[src/rtl/cp0_ex_ctrl.sv]
// Folds the WB exception, pending interrupts and ERET into one registered commit pulse to CP0.
// The commit pulse lands one cycle after sampling. Flush and redirect are then held until fetch accepts.
module cp0_ex_ctrl #(
   parameter logic [31:0] EX_ENTRY = 32'hBFC0_0380,
   parameter int          CNT_W    = 16
) (
   input  logic             clk,
   input  logic             resetn,
   input  logic             ws_valid,
   input  logic             ws_ex,
   input  logic [4:0]       ws_excode,
   input  logic             ws_eret,
   input  logic             ws_bd,
   input  logic [31:0]      ws_pc,
   input  logic [31:0]      ws_badvaddr,
   input  logic [31:0]      cp0_status,
   input  logic [31:0]      cp0_cause,
   input  logic [31:0]      cp0_epc,
   output logic             ws_ready,
   output logic             wb_ex,
   output logic             wb_eret,
   output logic [4:0]       wb_excode,
   output logic             wb_bd,
   output logic [31:0]      wb_pc,
   output logic [31:0]      wb_badvaddr,
   output logic             flush,
   output logic             redirect_valid,
   output logic [31:0]      redirect_pc,
   input  logic             redirect_ready,
   output logic [CNT_W-1:0] ex_cnt
);

   typedef enum logic [1:0] {
      S_IDLE     = 2'd0,
      S_REDIRECT = 2'd1,
      S_HOLD     = 2'd2
   } state_t;

   state_t           r_state;
   logic             r_wb_ex;
   logic             r_wb_eret;
   logic [4:0]       r_wb_excode;
   logic             r_wb_bd;
   logic [31:0]      r_wb_pc;
   logic [31:0]      r_wb_badvaddr;
   logic             r_redir_vld;
   logic [31:0]      r_redir_pc;
   logic [CNT_W-1:0] r_ex_cnt;

   logic w_int_pend;
   logic w_idle;
   logic w_event;
   logic w_take_int;
   logic w_take_ex;
   logic w_take_eret;
   logic w_unused;

   assign w_int_pend = (|(cp0_cause[15:8] & cp0_status[15:8])) & cp0_status[0] & ~cp0_status[1];
   assign w_idle     = (r_state == S_IDLE);
   assign w_event    = w_idle & ws_valid & (w_int_pend | ws_ex | ws_eret);

   // Interrupt beats the instruction's own exception, which beats ERET.
   assign w_take_int  = w_event & w_int_pend;
   assign w_take_ex   = w_event & ~w_int_pend & ws_ex;
   assign w_take_eret = w_event & ~w_int_pend & ~ws_ex & ws_eret;

   assign w_unused = ^{cp0_status[31:16], cp0_status[7:2], cp0_cause[31:16], cp0_cause[7:0]};

   always_ff @(posedge clk or negedge resetn) begin
      if (!resetn) begin
         r_state       <= S_IDLE;
         r_wb_ex       <= 1'b0;
         r_wb_eret     <= 1'b0;
         r_wb_excode   <= 5'd0;
         r_wb_bd       <= 1'b0;
         r_wb_pc       <= 32'd0;
         r_wb_badvaddr <= 32'd0;
         r_redir_vld   <= 1'b0;
         r_redir_pc    <= 32'd0;
         r_ex_cnt      <= '0;
      end else begin
         r_wb_ex   <= w_take_int | w_take_ex;
         r_wb_eret <= w_take_eret;

         case (r_state)
            S_IDLE: begin
               if (w_event) begin
                  r_state     <= S_REDIRECT;
                  r_redir_vld <= 1'b1;
                  r_wb_bd     <= ws_bd;
                  r_wb_pc     <= ws_pc;
                  r_redir_pc  <= w_take_eret ? cp0_epc : EX_ENTRY;
                  if (w_take_int)
                     r_wb_excode <= 5'h00;
                  else if (w_take_ex)
                     r_wb_excode <= ws_excode;
                  if (w_take_ex)
                     r_wb_badvaddr <= ws_badvaddr;
                  if ((w_take_int | w_take_ex) && (r_ex_cnt != {CNT_W{1'b1}}))
                     r_ex_cnt <= r_ex_cnt + {{(CNT_W-1){1'b0}}, 1'b1};
               end
            end
            S_REDIRECT: begin
               if (redirect_ready) begin
                  r_state     <= S_HOLD;
                  r_redir_vld <= 1'b0;
               end
            end
            // One dead cycle so CP0's EXL update is visible before interrupts are looked at again.
            S_HOLD: begin
               r_state <= S_IDLE;
            end
            default: begin
               r_state     <= S_IDLE;
               r_redir_vld <= 1'b0;
            end
         endcase
      end
   end

   assign ws_ready       = w_idle & ~w_event;
   assign wb_ex          = r_wb_ex;
   assign wb_eret        = r_wb_eret;
   assign wb_excode      = r_wb_excode;
   assign wb_bd          = r_wb_bd;
   assign wb_pc          = r_wb_pc;
   assign wb_badvaddr    = r_wb_badvaddr;
   assign flush          = r_redir_vld;
   assign redirect_valid = r_redir_vld;
   assign redirect_pc    = r_redir_pc;
   assign ex_cnt         = r_ex_cnt;

endmodule

[config.mk]
export PLATFORM = sky130hd
export DESIGN_NAME = cp0_ex_ctrl
export DESIGN_NICKNAME = d
export VERILOG_FILES = /design/src/rtl/cp0_ex_ctrl.sv
export SDC_FILE = /design/constraint.sdc
export NUM_CORES = 1
export LEC_CHECK = 0
export BUFFER_PORTS_ARGS = -buffer_cell sky130_fd_sc_hd__buf_2
export CORE_AREA = 2 2 95 142
export DETAILED_ROUTE_END_ITERATION = 16
export DIE_AREA = 0 0 97 144
export MAX_ROUTING_LAYER = met4
export PLACE_DENSITY = 0.75
export SETUP_SLACK_MARGIN = 0.1
export SYNTH_ARGS = -nofsm -noshare
export SYNTH_HDL_FRONTEND = slang
export SYNTH_SLANG_ARGS = --single-unit
[constraint.sdc]
create_clock -name clk -period 4.95 [get_ports clk]
set_input_delay 0.99 -clock clk [delete_from_list [all_inputs] [get_ports clk]]
set_output_delay 0.99 -clock clk [all_outputs]
set_load 0.01 [all_outputs]
Yosys cells after proc, flatten, opt, wreduce, memory -nomap -nowiden --
Cells that the tools add are included.
Word-level totals: bits in registers 123, input port bits 172, word-level logic and storage cells 54, output and inout bits 123
Cells by class: bitwise gates (word level) 19, equality and inequality tests 5, add/subtract/negate cells 1, reduce and logical (&&, ||, !) cells 10, muxes and demuxes 9
Operators by type and width (number):
- 2-to-1 mux 32 bit | 1
- adder 16 x 1 -> 16 bit, second input constant | 1
- inequality test 16 bit, second input constant | 1
- AND reduction 3 bit | 4
- AND 1 bit | 10
- 2-to-1 mux 5 bit | 2
- AND 8 bit | 1
- OR reduction 8 bit | 1
- NOT 1 bit | 5
- 2-to-1 mux 2 bit | 2
- one-hot mux 2 bit (2 select lines) | 1
- AND reduction 2 bit | 2
- OR 1 bit | 3
- one-hot mux 1 bit (3 select lines) | 1
- == test 2 x 1 -> 1 bit, second input constant | 1
- == test 2 bit, second input constant | 1
- logical NOT 2 bit | 1
- 2-to-1 mux 1 bit | 2
- inequality test 2 x 1 -> 1 bit, second input constant | 1
- inequality test 2 bit, second input constant | 1
- nonzero test 2 bit | 1
- logical AND 1 bit | 1

Depth between registers and ports, before layout --
Gate-level depths: netlist of the first run.
depth in word-level cells 12, mapped depth 7, mapped depth without buffers 6

Least setup slack after synthesis of the first run --
No wires, ideal clock.
kind input port to output port, start point input cp0_cause[11], end point output ws_ready, path slack 1.543 ns, required time 3.960 ns, data arrival time 2.417 ns, cell stages on the path 7, path buffers 2, path through a22oi_1 a41oi_2 or2_1 o21a_1 buf_6 buf_2 nor3_1
Between the ends: longest elaborated chain between the ends 9
RTL lines:
- start, declared | line 17 | input logic [31:0] cp0_cause,
- AND 8 bit | line 58 | assign w_int_pend = (|(cp0_cause[15:8] & cp0_status[15:8])) & cp0_status[0] & ~cp0_status[1];
- OR reduction 8 bit | line 58
- AND 1 bit (2 in a row) | line 58
- OR 1 bit (2 in a row) | line 60 | assign w_event = w_idle & ws_valid & (w_int_pend | ws_ex | ws_eret);
- AND 1 bit | line 60
- NOT 1 bit | line 121 | assign ws_ready = w_idle & ~w_event;
- AND 1 bit | line 121
- end, declared | line 19 | output logic ws_ready,
No other way between the ends.

Final worst setup path of the first run --
start point input cp0_cause[9], end point output ws_ready
Same word-level chain as after synthesis.

==> metrics, run 1 <==
TritonCTS clock tree done; Chip Height 144 um; Root Buffer clkbuf_16; Ys Warns 0; post-synthesis simple-gate area fraction 0.0499; Synth top cells by count dfrtp_1 (123), mux2_2 (39), mux2_4 (27), a22o_1 (25), o22a_1 (12); largest family of logic cells by synthesized area multiplexers; Initial Utilization 0.380; Post-Route WL approximately 12 mm; Hold WS approximately 480 ps; worst-path cell chain buf_2 > a22oi_2 > a41oi_2 > or2_1 > o21a_2 > nor3_1 > buf_2; share of cells above drive strength 1 0.610; peak supply drop between 0.0002 and 0.00025 V; overall power roughly 3.8 mW; Mapped Avg Cell Area roughly 15 um2; crit-path max FO 5; Final WS setup 1570 ps; Crit path top cell by count buf_2; post_cts resized 0; sequential area share after synthesis 0.632; vias in the first global route between 3000 and 4000; Core ar. about 13000 um2; 1st-iter DRT viols ~110; drt drc 0; switching part of the total 0.290; Leakage approximately 3.5 nW; DR pass1 iterations 4; die width roughly 97 um; final count of hold timing violations 0; post-synthesis cell count between 300 and 400; clk_lat worst skew roughly 400 ps; status completed; Post-Synth XOR/XNOR Area 0.0252; Area contributors post-synth dfrtp_1 (63%), mux2_2 (9.0%), mux2_4 (8.3%); total gr overflow 0; nets@finish 748; Synth top area share 0.632; Syn-to-layout area delta 41.1%; reg2reg setup slack between 2000 and 2500 ps; H-tree levels 4; clock skew ~5.3 ps; first-pass GRT wire length between 15 and 20 mm; Clock Sinks between 100 and 150; n_diodes 0; Async S/R FF share, synth 1.00; antenna violations before repair 0; Int Power 2.69 mW; post-synthesis cell type count 37; Vias 3643; die area ~14000 um2; final core occ 0.535; Port Buffer Count between 200 and 250; most frequent cell after synthesis dfrtp_1; Net Sw Power 1.10 mW; Slew headroom 0.284; DP Worst Slack 1580 ps; mux cell area share after synthesis 0.176; cell row count between 50 and 60; placed cells between 700 and 800; fin cells 746; final worst path period share 0.683; fin crit period 3380 ps; ys flop type dfrtp_1; DR vias/cell between 4 and 5; design area 6870 um2; syn nets about 500; RePlAce Congestion between 0.8 and 0.9; # Max-Cap Violations 0; FF+latch count, synth 123; CP endpoint kind output pin; Routed Antenna Nets 0; largest net degree at the start of global routing between 50 and 60; WP buf/inv 2; Slowest-stage cell, CP or2_1; Post-DP HPWL roughly 8.7 mm; Max Clock Freq between 0.2 and 0.3 GHz; Adder-Cell Fraction of Synth Area 0.00257; Slew @ Worst Pin ~1000 ps; Top delay family on crit path compound AO/OA/AOI/OAI gates; max incr delay on CP around 350 ps; # fillers between 1000 and 1500; Worst EP arrival roughly 2400 ps; Compound-Gate Fraction of Synth Area 0.0905; EDFF count, synth 0; kind of critical path in2out; CP required just under 4000 ps; RSZ-0062 raised after global routing no; io pins 295; setup TNS 0 ps; Slew Limit Fails 0; DP Area ~6200 um2; power share of the clock group 0.342; Power per Cell Area 551 nW/um2; hold crit path type in2async; clk slew on worst S/H paths around 60 ps; # hold bufs at CTS 0; synthesized cell area 4870 um2; biggest area consumer among synthesized cells dfrtp_1; Combinational Power Share 0.269; All-Layer GR Usage 0.175; WL per Instance 16.1 um; sequential share of power 0.390; Clock Path Buffers 2; Post-CTS Setup Repair Bufs 0; setup violators final 0; CP startpoint kind primary input; Inserted Clock Buffers 17
## area by class of cell
class                           count  area, um2  area share
Clock buffer                       17        425      0.0619
Clock inverter                     14        196      0.0286
Inverter                            4       15.0     0.00219
Multi-Input combinational cell    177       1680       0.245
Sequential cell                   123       3080       0.448
Tap cell                          159        199      0.0290
Timing Repair Buffer              252       1270       0.185
## sequential cells by signal (all words and copies together) (netlist names)
register     cells
flush            1
r_state          2
wb_eret          1
wb_ex            1
redirect_pc     32
wb_badvaddr     32
wb_pc           32
wb_bd            1
ex_cnt          16
wb_excode        5
## path summary, 6_finish.rpt
path	cells past startpoint	endpoint	start
max	7	ws_ready	cp0_cause[9]
min reg2reg	1	redirect_pc[27]	redirect_pc[27]
min in group clk	1	redirect_pc[27]	redirect_pc[27]
max in group asynchronous	2	ex_cnt[7]	resetn
max reg2reg	4	redirect_pc[6]	r_state[1]
min	1	wb_pc[18]	resetn
## power by group through the flow
stage	Sequential (mW)	Combinational [mW]	Clock (mW)
2_1_floorplan	1.63	0.424	0
3_3_place_gp	1.48	1.00	0
3_5_place_dp	1.49	1.03	0
4_1_cts	1.48	1.03	1.33
5_1_grt	1.52	1.10	1.38
6_report	1.48	1.02	1.29
## per-layer routing
metal / wire length, um / track usage / up-vias / share of wire
met5: 0 / - / - / 0
met1: 4640 / 0.197 / 1788 / 0.39
met4: 218 / 0.0645 / 0 / 0.018
met3: 769 / 0.0503 / 20 / 0.064
met2: 6410 / 0.299 / 173 / 0.53
li1: - / - / 1662 / -
## cells in the final DEF (no fill, tap or decap), types with 2 or more instances in the layout
| cell type | n |
|---|---|
| a22oi_2 | 3 |
| nand4b_1 | 2 |
| xor2_1 | 8 |
| o22a_1 | 12 |
| or3_1 | 2 |
| nand4_1 | 2 |
| nor2_1 | 9 |
| o21ai_0 | 2 |
| clkbuf_16 | 17 |
| xnor2_1 | 6 |
| bufinv_16 | 4 |
| clkinv_2 | 3 |
| mux2_4 | 27 |
| nand3_1 | 10 |
| inv_1 | 4 |
| nor3_1 | 3 |
| nand2_1 | 7 |
| dfrtp_1 | 123 |
| clkinv_4 | 6 |
| and3_1 | 3 |
| buf_4 | 5 |
| a22o_1 | 25 |
| buf_2 | 247 |
| nand2b_1 | 3 |
| mux2_2 | 39 |
## cells by family after synthesis
logic type               count (synthesis)
flip-flops                             123
AO/OA/AOI/OAI                           49
XOR/XNOR                                14
multiplexers                            67
AND/OR/NAND/NOR                         46
adder cells (fa/ha/maj)                  1
buffers and inverters                   18
(Power assumes the default switching activity.)
==> inputs of run 2 (changes only) <==
- clock period: 4.95 -> 3.4 ns (I/O delays scaled with it)
==> run 2 against run 1 <==
  * Count of clock-buffer cells in the layout rose by 3
  * Combinational power rose by 46%
  * Largest power group unchanged
  * Sequential power is 45% higher
  * Clock skew is 1.8 ps higher
  * Register-to-register slack got worse by 1400 ps
  * Die area did not move
  * Clock power is 46% higher
  * Utilization is 0.27 points higher
  * Cell count increased by 0.13%
  * Power grew 46%
  * Wire length shrank 0.86%
  * First-iteration DRC count is 19% lower
==> metrics, run 2 (synthesis gave the netlist of run 1 again) <==
final count of hold timing violations 0; met2 WL ~6.3 mm; DP Area roughly 6300 um2; cell row count 51; clk slew on worst S/H paths approximately 50 ps; # hold bufs at CTS 0; design area around 7000 um2; most frequent cells in the layout buf_2 (247), dfrtp_1 (123), mux2_2 (39); final worst path period share 0.825; clk_lat worst skew approximately 400 ps; max incr delay on CP ~340 ps; final core occ 0.538; commonest non-fill, non-tap cell in the layout buf_2; share of cells above drive strength 1 0.609; status completed; Clock Path Buffers 2; total gr overflow 0; CP required ~2700 ps; Slew @ Worst Pin about 1100 ps; Vias around 3700; Inserted Clock Buffers 17; drt drc 0; Slowest-stage cell, CP or2_1; Post-DP HPWL 8.74 mm; Crit path top cell by count buf_2; Core ar. 12800 um2; Post-Route WL approximately 12 mm; Syn-to-layout area delta 41.8%; peak supply drop between 0.0003 and 0.0004 V; Root Buffer clkbuf_16; Hold WS about 340 ps; Leakage about 3.5 nW; n_diodes 0; WL per Instance approximately 16 um; # Max-Cap Violations 0; Slew headroom 0.277; Met1 Routed Length about 4.6 mm; hold crit path type in2async; setup TNS 0 ps; Routed Antenna Nets 0; # fillers roughly 1100; first-pass GRT wire length 18.8 mm; worst-path cell chain buf_2 > a22oi_1 > a41oi_2 > or2_1 > o21a_2 > nor3_1 > buf_2; CP endpoint kind output pin; RSZ-0062 raised after global routing no; die width just under 100 um; Port Buffer Count around 250; Power per Cell Area 799 nW/um2; DR vias/cell 4.96; TritonCTS clock tree done; Post-CTS Setup Repair Bufs 0; Slew Limit Fails 0; Worst EP arrival between 2000 and 2500 ps; Chip Height ~140 um; kind of critical path in2out; Clock Sinks 123; crit-path max FO 5; DR pass1 iterations 5; clock skew roughly 7 ps; fin crit period ~2800 ps; largest net degree at the start of global routing 70; nets@finish 749; die area between 10000 and 15000 um2; io pins ~300; post_cts resized 0; routed wl met3 around 800 um; vias in the first global route 3773; top routing layer used met4; 1st-iter DRT viols 88; RePlAce Congestion roughly 0.84; Top delay family on crit path compound AO/OA/AOI/OAI gates; All-Layer GR Usage 0.175; H-tree levels 4; setup violators final 0; CP startpoint kind primary input; WP buf/inv 2; antenna violations before repair 0; Max Clock Freq 0.356 GHz; Initial Utilization 0.380
## run 2: report_power, final
part	total (mW)	internal (mW)	leakage, nW	switching [mW]
Clock	1.88	1.26	0.302	0.619
Combinational	1.49	0.790	1.71	0.695
Sequential	2.15	1.91	1.49	0.246
## run 2: final timing paths
kind                                      start         endpoint  slack, ps  cells past startpoint
worst max-delay path              cp0_cause[11]         ws_ready        590                      7
worst min-delay path                     resetn         wb_pc[4]        340                      1
worst max register to register       ex_cnt[10]       ex_cnt[15]       1020                      5
worst min register to register  redirect_pc[22]  redirect_pc[22]        480                      1
max in group asynchronous                resetn            flush       2230                      2
min in group clk                redirect_pc[22]  redirect_pc[22]        480                      1
## run 2: worst reg2reg max path, stage by stage (launching register included)
cell and delay (ps):
dfrtp_1 420, and2_0 240, and3_1 230, a2111oi_0 940
nand4b_1 240, xnor2_1 180
## run 2: area by class of cell
class                           instances  area, um2  share of cell area
Sequential cell                       123       3080               0.446
Timing Repair Buffer                  253       1310               0.189
Inverter                                4       15.0             0.00218
Clock buffer                           20        457              0.0662
Multi-Input combinational cell        177       1680               0.243
Clock inverter                         11        168              0.0243
Tap cell                              159        199              0.0288
## run 2: per-stage QoR
stage          worst slack, ps  power, mW  std cells
2_1_floorplan              613       2.99        318
3_3_place_gp               631       3.61        716
3_5_place_dp               585       3.68        716
4_1_cts                    578       5.60        747
5_1_grt                    492       5.82        747
6_report                   594       5.52        747
## run 2: per-layer routing
metal  global-route usage  vias to the layer above
li1                     -                     1676
met1                0.196                     1826
met2                0.294                      177
met3               0.0507                       23
met4               0.0749                        0
met5                    -                        -
